<file path="src/rtl/mdu_ctrl_if.sv">
// Operation, result and divider handshake bundle between the pipeline and mdu_ctrl.
// The pipeline/divider side holds the master modport; mdu_ctrl holds slave.
interface mdu_ctrl_if;
  logic        Op_valid;
  logic [2:0]  Op;
  logic [31:0] Src_A;
  logic [31:0] Src_B;
  logic        Flush;
  logic        Busy;
  logic [31:0] Hi_out;
  logic [31:0] Lo_out;
  logic        Div_start;
  logic        Div_sign;
  logic [31:0] Div_A;
  logic [31:0] Div_B;
  logic        Div_done;
  logic [31:0] Div_hi;
  logic [31:0] Div_lo;

  modport master (
    output Op_valid, Op, Src_A, Src_B, Flush, Div_done, Div_hi, Div_lo,
    input  Busy, Hi_out, Lo_out, Div_start, Div_sign, Div_A, Div_B
  );

  modport slave (
    input  Op_valid, Op, Src_A, Src_B, Flush, Div_done, Div_hi, Div_lo,
    output Busy, Hi_out, Lo_out, Div_start, Div_sign, Div_A, Div_B
  );
endinterface

</file>
<file path="src/rtl/mdu_ctrl.sv">
// HI/LO multiply-divide sequencer: MUL_STAGES+1 cycle multiply, external divider handshake.
// Busy stalls the pipeline in every non-IDLE state; ops are only accepted while Busy is low.
module mdu_ctrl #(
  parameter int MUL_STAGES = 2
) (
  input  logic     Clk,
  input  logic     Resetn,
  mdu_ctrl_if.slave bus
);

  typedef enum logic [2:0] {IDLE, MUL, DIV_LAUNCH, DIV_WAIT, DIV_DRAIN} state_t;

  localparam logic [2:0] OP_MULT  = 3'd0;
  localparam logic [2:0] OP_MULTU = 3'd1;
  localparam logic [2:0] OP_DIV   = 3'd2;
  localparam logic [2:0] OP_DIVU  = 3'd3;
  localparam logic [2:0] OP_MTHI  = 3'd4;
  localparam logic [2:0] OP_MTLO  = 3'd5;

  state_t       state, state_nxt;
  logic [2:0]   cnt, cnt_nxt;
  logic [31:0]  hi_q, lo_q, hi_nxt, lo_nxt;
  logic         div_sign_q;
  logic [31:0]  div_a_q, div_b_q;
  logic [63:0]  pipe [MUL_STAGES];
  logic         accept, mul_ld, div_ld, mul_sx;
  logic signed [63:0] mul_a, mul_b, mul_p;

  assign accept = bus.Op_valid && (state == IDLE) && !bus.Flush;
  assign mul_ld = accept && (bus.Op == OP_MULT || bus.Op == OP_MULTU);
  assign div_ld = accept && (bus.Op == OP_DIV || bus.Op == OP_DIVU) && (bus.Src_B != '0);

  // Operands are extended to 64 bits so one signed multiplier covers MULT and MULTU.
  assign mul_sx = (bus.Op == OP_MULT);
  assign mul_a  = {{32{mul_sx & bus.Src_A[31]}}, bus.Src_A};
  assign mul_b  = {{32{mul_sx & bus.Src_B[31]}}, bus.Src_B};
  assign mul_p  = mul_a * mul_b;

  always_ff @(posedge Clk or negedge Resetn) begin
    if (!Resetn) begin
      for (int k = 0; k < MUL_STAGES; k++) pipe[k] <= '0;
    end else begin
      if (mul_ld) pipe[0] <= mul_p;
      for (int k = 1; k < MUL_STAGES; k++) pipe[k] <= pipe[k-1];
    end
  end

  always_ff @(posedge Clk or negedge Resetn) begin
    if (!Resetn) begin
      state      <= IDLE;
      cnt        <= '0;
      hi_q       <= '0;
      lo_q       <= '0;
      div_sign_q <= 1'b0;
      div_a_q    <= '0;
      div_b_q    <= '0;
    end else begin
      state <= state_nxt;
      cnt   <= cnt_nxt;
      hi_q  <= hi_nxt;
      lo_q  <= lo_nxt;
      if (div_ld) begin
        div_sign_q <= (bus.Op == OP_DIV);
        div_a_q    <= bus.Src_A;
        div_b_q    <= bus.Src_B;
      end
    end
  end

  always_comb begin
    state_nxt = state;
    cnt_nxt   = cnt;
    hi_nxt    = hi_q;
    lo_nxt    = lo_q;
    case (state)
      IDLE: begin
        if (accept) begin
          case (bus.Op)
            OP_MULT, OP_MULTU: begin
              state_nxt = MUL;
              cnt_nxt   = 3'(MUL_STAGES);
            end
            OP_DIV, OP_DIVU: if (bus.Src_B != '0) state_nxt = DIV_LAUNCH;
            OP_MTHI: hi_nxt = bus.Src_A;
            OP_MTLO: lo_nxt = bus.Src_A;
            default: ;
          endcase
        end
      end
      MUL: begin
        if (bus.Flush) begin
          state_nxt = IDLE;
        end else if (cnt == 3'd1) begin
          state_nxt = IDLE;
          hi_nxt    = pipe[MUL_STAGES-1][63:32];
          lo_nxt    = pipe[MUL_STAGES-1][31:0];
        end else begin
          cnt_nxt = cnt - 3'd1;
        end
      end
      DIV_LAUNCH: state_nxt = bus.Flush ? DIV_DRAIN : DIV_WAIT;
      DIV_WAIT: begin
        // A flush landing on the same cycle as the result still discards it.
        if (bus.Flush) begin
          state_nxt = bus.Div_done ? IDLE : DIV_DRAIN;
        end else if (bus.Div_done) begin
          state_nxt = IDLE;
          hi_nxt    = bus.Div_hi;
          lo_nxt    = bus.Div_lo;
        end
      end
      DIV_DRAIN: if (bus.Div_done) state_nxt = IDLE;
      default:   state_nxt = IDLE;
    endcase
  end

  assign bus.Busy      = (state != IDLE);
  assign bus.Div_start = (state == DIV_LAUNCH);
  assign bus.Div_sign  = div_sign_q;
  assign bus.Div_A     = div_a_q;
  assign bus.Div_B     = div_b_q;
  assign bus.Hi_out    = hi_q;
  assign bus.Lo_out    = lo_q;

endmodule
</file>
<file path="src/flat_wrapper.sv">
// flat-port wrapper written by rule: the top's interface ports become plain ports
module mdu_ctrl_flat 
#(
  parameter int MUL_STAGES = 2
)
  (Clk, Resetn, bus_Op_valid, bus_Op, bus_Src_A, bus_Src_B, bus_Flush, bus_Div_done, bus_Div_hi, bus_Div_lo, bus_Busy, bus_Hi_out, bus_Lo_out, bus_Div_start, bus_Div_sign, bus_Div_A, bus_Div_B);
  mdu_ctrl_if bus_i ();
  input  logic Clk;
  input  logic Resetn;
  input wire logic [$bits(bus_i.Op_valid)-1:0] bus_Op_valid;
  input wire logic [$bits(bus_i.Op)-1:0] bus_Op;
  input wire logic [$bits(bus_i.Src_A)-1:0] bus_Src_A;
  input wire logic [$bits(bus_i.Src_B)-1:0] bus_Src_B;
  input wire logic [$bits(bus_i.Flush)-1:0] bus_Flush;
  input wire logic [$bits(bus_i.Div_done)-1:0] bus_Div_done;
  input wire logic [$bits(bus_i.Div_hi)-1:0] bus_Div_hi;
  input wire logic [$bits(bus_i.Div_lo)-1:0] bus_Div_lo;
  output wire logic [$bits(bus_i.Busy)-1:0] bus_Busy;
  output wire logic [$bits(bus_i.Hi_out)-1:0] bus_Hi_out;
  output wire logic [$bits(bus_i.Lo_out)-1:0] bus_Lo_out;
  output wire logic [$bits(bus_i.Div_start)-1:0] bus_Div_start;
  output wire logic [$bits(bus_i.Div_sign)-1:0] bus_Div_sign;
  output wire logic [$bits(bus_i.Div_A)-1:0] bus_Div_A;
  output wire logic [$bits(bus_i.Div_B)-1:0] bus_Div_B;
  assign bus_i.Op_valid = bus_Op_valid;
  assign bus_i.Op = bus_Op;
  assign bus_i.Src_A = bus_Src_A;
  assign bus_i.Src_B = bus_Src_B;
  assign bus_i.Flush = bus_Flush;
  assign bus_i.Div_done = bus_Div_done;
  assign bus_i.Div_hi = bus_Div_hi;
  assign bus_i.Div_lo = bus_Div_lo;
  assign bus_Busy = bus_i.Busy;
  assign bus_Hi_out = bus_i.Hi_out;
  assign bus_Lo_out = bus_i.Lo_out;
  assign bus_Div_start = bus_i.Div_start;
  assign bus_Div_sign = bus_i.Div_sign;
  assign bus_Div_A = bus_i.Div_A;
  assign bus_Div_B = bus_i.Div_B;
  mdu_ctrl #(.MUL_STAGES(MUL_STAGES)) u_core (.Clk(Clk), .Resetn(Resetn), .bus(bus_i));
endmodule
</file>
<file path="config.mk">
export PLATFORM = sky130hd
export DESIGN_NAME = mdu_ctrl_flat
export DESIGN_NICKNAME = d
export VERILOG_FILES = /design/src/rtl/mdu_ctrl_if.sv /design/src/rtl/mdu_ctrl.sv /design/src/flat_wrapper.sv
export SDC_FILE = /design/constraint.sdc
export NUM_CORES = 2
export LEC_CHECK = 0
export BUFFER_PORTS_ARGS = -buffer_cell sky130_fd_sc_hd__buf_4
export CORE_MARGIN = 2
export CORE_UTILIZATION = 60
export DETAILED_ROUTE_END_ITERATION = 6
export PLACE_DENSITY = 0.86
export SYNTH_ARGS = -nofsm -noshare
export SYNTH_HDL_FRONTEND = slang
export SYNTH_SLANG_ARGS = --single-unit
</file>
<file path="constraint.sdc">
create_clock -name Clk -period 5.5 [get_ports Clk]
set_input_delay 1.1 -clock Clk [delete_from_list [all_inputs] [get_ports Clk]]
set_output_delay 1.1 -clock Clk [all_outputs]
set_load 0.005 [all_outputs]
</file>
# == Word level (Yosys, flattened, before mapping) ==
# Cells that the tools add are included.
# classes
muxes,29
reduce_logical,20
addsub,1
n_mul,1
bitwise_logic,2
n_eq_ne,22
# op_table
operator,n
32-bit 2-to-1 mux,12
32-bit one-hot mux with 3 select lines,2
33-bit by 33-bit multiplier with 64-bit output,1
3-bit 2-to-1 mux,12
32-bit nonzero test,1
3-bit one-hot mux with 5 select lines,1
2-bit != test (second input constant),7
7-bit AND reduction,2
3-bit by 2-bit == test with 1-bit output (second input constant),4
3-bit one-hot mux with 2 select lines,2
3-bit by 1-bit == test with 1-bit output (second input constant),3
3-bit == test (second input constant),3
3-bit logical NOT,2
3-bit != test (second input constant),2
3-bit nonzero test,2
1-bit logical AND,5
5-bit AND reduction,1
2-bit by 1-bit != test with 1-bit output (second input constant),2
4-bit AND reduction,1
2-bit OR reduction,2
3-bit by 2-bit != test with 1-bit output (second input constant),1
3-bit by 1-bit subtractor with 3-bit output (second input constant),1
1-bit bitwise AND,2
1-bit logical OR,2
2 further kinds,2
# word_totals
wordCells,84
inputBits,136
out_inout_bits,131
regBits,263

# == Logic depth before layout (Yosys ltp) ==
# logic_depth
depth_word,5
ltp_mapped,31
ltp_nobuf,29

# == Worst setup path before layout ==
# No wires, ideal clock.
# synth_path
path_kind,input-to-reg
start,input port bus_Op[2]
end,register u_core.pipe[123] (netlist name)
n_path_buf,1
slack_ns,-3.338
t_arrival_ns,8.703
path_stages,28
required_time_ns,5.365
setup_ns,0.135
path_cell_list,nor3_1 -> and2_1 -> clkbuf_1 -> nand2_1 -> inv_1 -> fa_1 -> fa_1 -> fa_1 -> inv_1 -> fa_1 -> inv_1 -> fa_1 -> fa_1 -> inv_1 -> fa_1 -> fa_1 -> inv_1 -> ha_1 -> a21oi_1 -> o21ai_0 -> a21o_1 -> nor2_1 -> nand4_1 -> o31a_1 -> a31oi_1 -> o21ai_0 -> xnor2_1 -> o21ai_0
# synth_between
elab_chain_len,3
elab_cells_between_ends,7
cone_classes,mul: 1; eq/ne: 1; bitwise: 2; reduce/logical: 3
# synth_lines
element,line_no,rtl
"start, declared",flat_wrapper.sv:11,input wire logic [$bits(bus_i.Op)-1:0] bus_Op;
3-bit logical NOT or 3-bit by 1-bit == test with 1-bit output (tied branches),"mdu_ctrl.sv:30, mdu_ctrl.sv:34",
1-bit bitwise AND (tied with other cells),mdu_ctrl.sv:35,"assign mul_a = {{32{mul_sx & bus.Src_A[31]}}, bus.Src_A};"
33-bit by 33-bit multiplier with 64-bit output or 1-bit logical AND (tied branches),"mdu_ctrl.sv:37, mdu_ctrl.sv:30",
"end, declared",mdu_ctrl.sv:25,logic [63:0] pipe [MUL_STAGES];
# Several ways; a longest one is shown, not always the timed one.
# A chain may end at the register's enable or synchronous reset.

# == Final worst setup path ==
# layout_path
start,input port bus_Src_B[10]
end,register u_core.pipe[124] (netlist name)
# layout_between
elab_chain_len,1
# layout_lines
element,line_no,rtl
"start, declared",flat_wrapper.sv:13,input wire logic [$bits(bus_i.Src_B)-1:0] bus_Src_B;
33-bit by 33-bit multiplier with 64-bit output,mdu_ctrl.sv:37,assign mul_p = mul_a * mul_b;
# No other way between the ends.

==> qor_table.md <==
| Metric | Reported |
|:---|:---|
| Run status | complete, but fails checks |
| Violations in the final reports | DRC, setup timing |
| Routed WL | 176.0 mm |
| Skew-Pair Late Insertion Delay | 570 ps |
| Row count | 103 |
| Number of flops mapped to enable cells by yosys | 0 |
| Number of global-route vias before repair | 44.15k |
| Share of the synthesized area in the top cell type | 0.4686 |
| Most frequent cells after synthesis | inv_1, fa_1, nand2_1 |
| Most congested layer reported by global routing | met2 |
| Count of different cell masters after synthesis | 65 |
| Startpoint types | input pin |
| Startpoint of the worst-slack reg-to-reg timing path | u_core.state[1]$_DFFE_PN0P_ |
| Area taken by flip-flops and latches | 6585 um2 |
| Setup repair after global routing missed its margin | true |
| Core area | 79130 um2 |
| Die extent in x | 287.0 um |
| Post-synth net total | 6493 |
| Period utilisation layout | 1.501 |
| Worst reg2reg setup slack | 2430 ps |
| Count of H-tree levels built during CTS | 1 |
| Arrival time at the worst endpoint | 8700 ps |
| Global-route wire length before repair | 246.6 mm |
| Layout Area Growth over Synthesis | 21.59% |
| Crit-path max FO | 15 |
| Worst clock skew on the final layout | 20.95 ps |
| Worst r2r dst | u_core.pipe[71]$_DFFE_PN0P_ |
| Via count of the routed design | 40.95k |
| Fraction of layout cells with a size suffix above 1 | 0.2297 |
| Async SR Flop Fraction | 1.000 |
| Fin nets | 7043 |
| Final Hold Violating Endpoints | 0 |
| Final setup violation count | 56 |
| Sinks on the clock net | 263 |
| Number of I/O port buffers | 266 |
| Hold Path Origin | u_core.pipe[122]$_DFFE_PN0P_ |
| Antenna viol nets, final | 0 |
| Area of combinational cells with multiple inputs | 37880 um2 |
| Met3 layer usage reported by global route | 0.09317 |
| Number of max-capacitance violations reported | 0 |
| Startpoint-to-endpoint class of the critical path | input pin to flip-flop |
| CTS max path bufs | 3 |
| Leftover overflow at the end of global routing | 0 |
| Vertical extent of the die | 287.0 um |
| Die Area | 82380 um2 |
| Length in cells of the worst reg-to-reg path | 5 |
| Grt met1 use | 0.4459 |
| Worst setup margin | -2754 ps |
| Req. time, crit path | 5940 ps |
| GP Congestion | 0.9834 |
| Post-route minimum period | 8254 ps |
| Routed via count divided by cell count | 6.151 |
| Warning count from the yosys run | 0 |
| Post-synthesis sequential element count | 263 |
| Number of antenna violations at the first check in global routing | 24 |
| Post-synthesis area per instance | 9.577 um2 |
| Met2 usage | 0.6419 |
| Fillcell total | 4643 |
| Maximum single-stage delay on the critical path | 600 ps |
| WL/cell | 26.44 um |
| Initial Util | 0.6074 |
| Netlist area before placement | 48060 um2 |
| Top cell by count, worst path | fa_1 |
| Cell accounting for the most synthesized area | fa_1 |
| Placed wire-length estimate after detailed placement | 123.1 mm |
| CTS tree | done |
| Maximum clock frequency | 121.2 MHz |
| Maximum number of pins on one net before global-route repair | 114 |
| Share of the core filled with cells | 0.7385 |
| Worst hold stages | 0 |
| I/O pin count | 267 |
| DRC viols | 6 |
| Count leader, synth | inv_1 |
| Overall routing resource usage | 0.3980 |
| Type of destination of the critical path | flip-flop |
| Detailed-routing iteration count for the pre-antenna-repair pass | 7 |
| Transition at the pin with the smallest max-transition slack | 1197 ps |
| Clock tree root buffer cell | clkbuf_16 |
| Worst min-delay path endpoint | u_core.pipe[58]$_DFF_PN0_ |
| Most instantiated flip-flop cell in the synthesis netlist | dfrtp_1 |
| Max-slew violation count | 0 |
| Initial detailed-routing violation count | 5107 |
| Number of buffers created by CTS | 25 |
| Worst max-slew margin expressed relative to the limit | 0.1949 |
| Portion of the post-synthesis area used by sequential elements | 0.1369 |
| CP max stage cell | fa_1 |
| Hold Crit Class | flip-flop to flip-flop |
| Synthesized instance count | 5018 |
| Clk pin slew, worst setup/hold paths | 70 ps |
| Top cells by area in the synthesized netlist | fa_1, dfrtp_1, inv_1, nand2_1, ha_1 |
## cell type report
class / count / area share
multi-input combinational: 3300 / 0.6483
antenna: 21 / 0.0008993
timing repair buffer: 843 / 0.1280
clock buffer: 34 / 0.01231
tap: 1050 / 0.02248
sequential: 263 / 0.1127
clock inverter: 11 / 0.002227
inverter: 1135 / 0.07314
## metrics by stage
step / setup WS (ps) / setup TNS (ps) / cells / hold slack, ps / area [um2]
after floorplan: -2781 / -100220 / 5018 / 353.5 / 49150
after global placement: -2937 / -131640 / 6508 / 356.3 / 54800
after detailed placement: -3153 / -139340 / 6508 / 357.7 / 54800
after CTS: -2398 / -96390 / 6601 / 378.6 / 57420
after global routing: -2844 / -125680 / 6650 / 387.5 / 58420
final: -2754 / -121640 / 6657 / 380.1 / 58440
## critical path, delay by kind of cell
kind | cells | cell delay, ps
adder cells (fa/ha/maj) | 9 | 4600
AO/OA/AOI/OAI | 5 | 1040
XOR/XNOR | 1 | 180
AND/OR/NAND/NOR | 4 | 980
buffers and inverters | 7 | 780
## how the worst max path moves through the flow
stage / from / end / slack (ps) / cells after the start
2_1_floorplan: bus_Op[2] / u_core.pipe[118]$_DFFE_PN0P_ / -2780 / 26
3_5_place_dp: bus_Op[0] / u_core.pipe[126]$_DFFE_PN0P_ / -3150 / 31
3_3_place_gp: bus_Op[2] / u_core.pipe[118]$_DFFE_PN0P_ / -2940 / 30
6_report: bus_Src_B[10] / u_core.pipe[124]$_DFFE_PN0P_ / -2750 / 26
4_1_cts: bus_Op[1] / u_core.pipe[126]$_DFFE_PN0P_ / -2400 / 29
5_1_grt: bus_Src_B[10] / u_core.pipe[124]$_DFFE_PN0P_ / -2840 / 26
## layer usage
metal	routed length (um)	up-vias	part of all wire
met2	80350	3373	0.46
met5	309	-	0.0018
met1	52020	20320	0.30
met4	21460	14	0.12
li1	-	15820	-
met3	21870	1422	0.12
## layout by cell type, fill, tap and decap left out, drive strengths merged, types with 21 or more instances in the layout
cell	n
and3	25
mux2i	66
xnor2	52
nor2	91
o21ai	92
diode	21
a21oi	57
and2	294
clkbuf	34
a21o	100
nand2	871
mux2	66
dfrtp	263
ha	214
xor2	24
a211oi	70
buf	841
fa	1125
inv	1138
## sequential cells by signal, indices dropped and copies added, names as in the netlist
signal	count
u_core.bus.Div_sign	1
u_core.pipe	128
u_core.bus.Div_B	32
u_core.state	3
u_core.bus.Lo_out	32
u_core.bus.Div_A	32
u_core.bus.Hi_out	32
u_core.cnt	3
## kinds of logic (layout without fill, tap and decap cells)
logic type                 count (synthesis)  in the layout  synth area share
AOI/OAI and AO/OA                        383            383           0.05368
xor gates and xnor gates                  76             76           0.01385
adders and majority gates               1339           1339            0.5243
buffers and inverters                   1455           2023            0.1141
DFF                                      263            263            0.1369
muxes                                    132            132           0.02921
other                                      0             21                 0
and+or+nand+nor                         1370           1370            0.1279
## what timing repair did
| item | CTS | global route |
|---|---|---|
| hold buffers | 0 | 0 |
| gates cloned | 3 | 0 |
| setup endpoints to repair | 55 | 56 |
| gates resized for setup | 311 | 158 |
| endpoints found under the hold margin | 0 | 0 |
| pin swaps | 191 | 148 |
| buffers inserted | 51 | 48 |
Power is left out: the tool's default activity adds up to more than one toggle a clock period on the data nets, which glitch-free logic cannot reach.
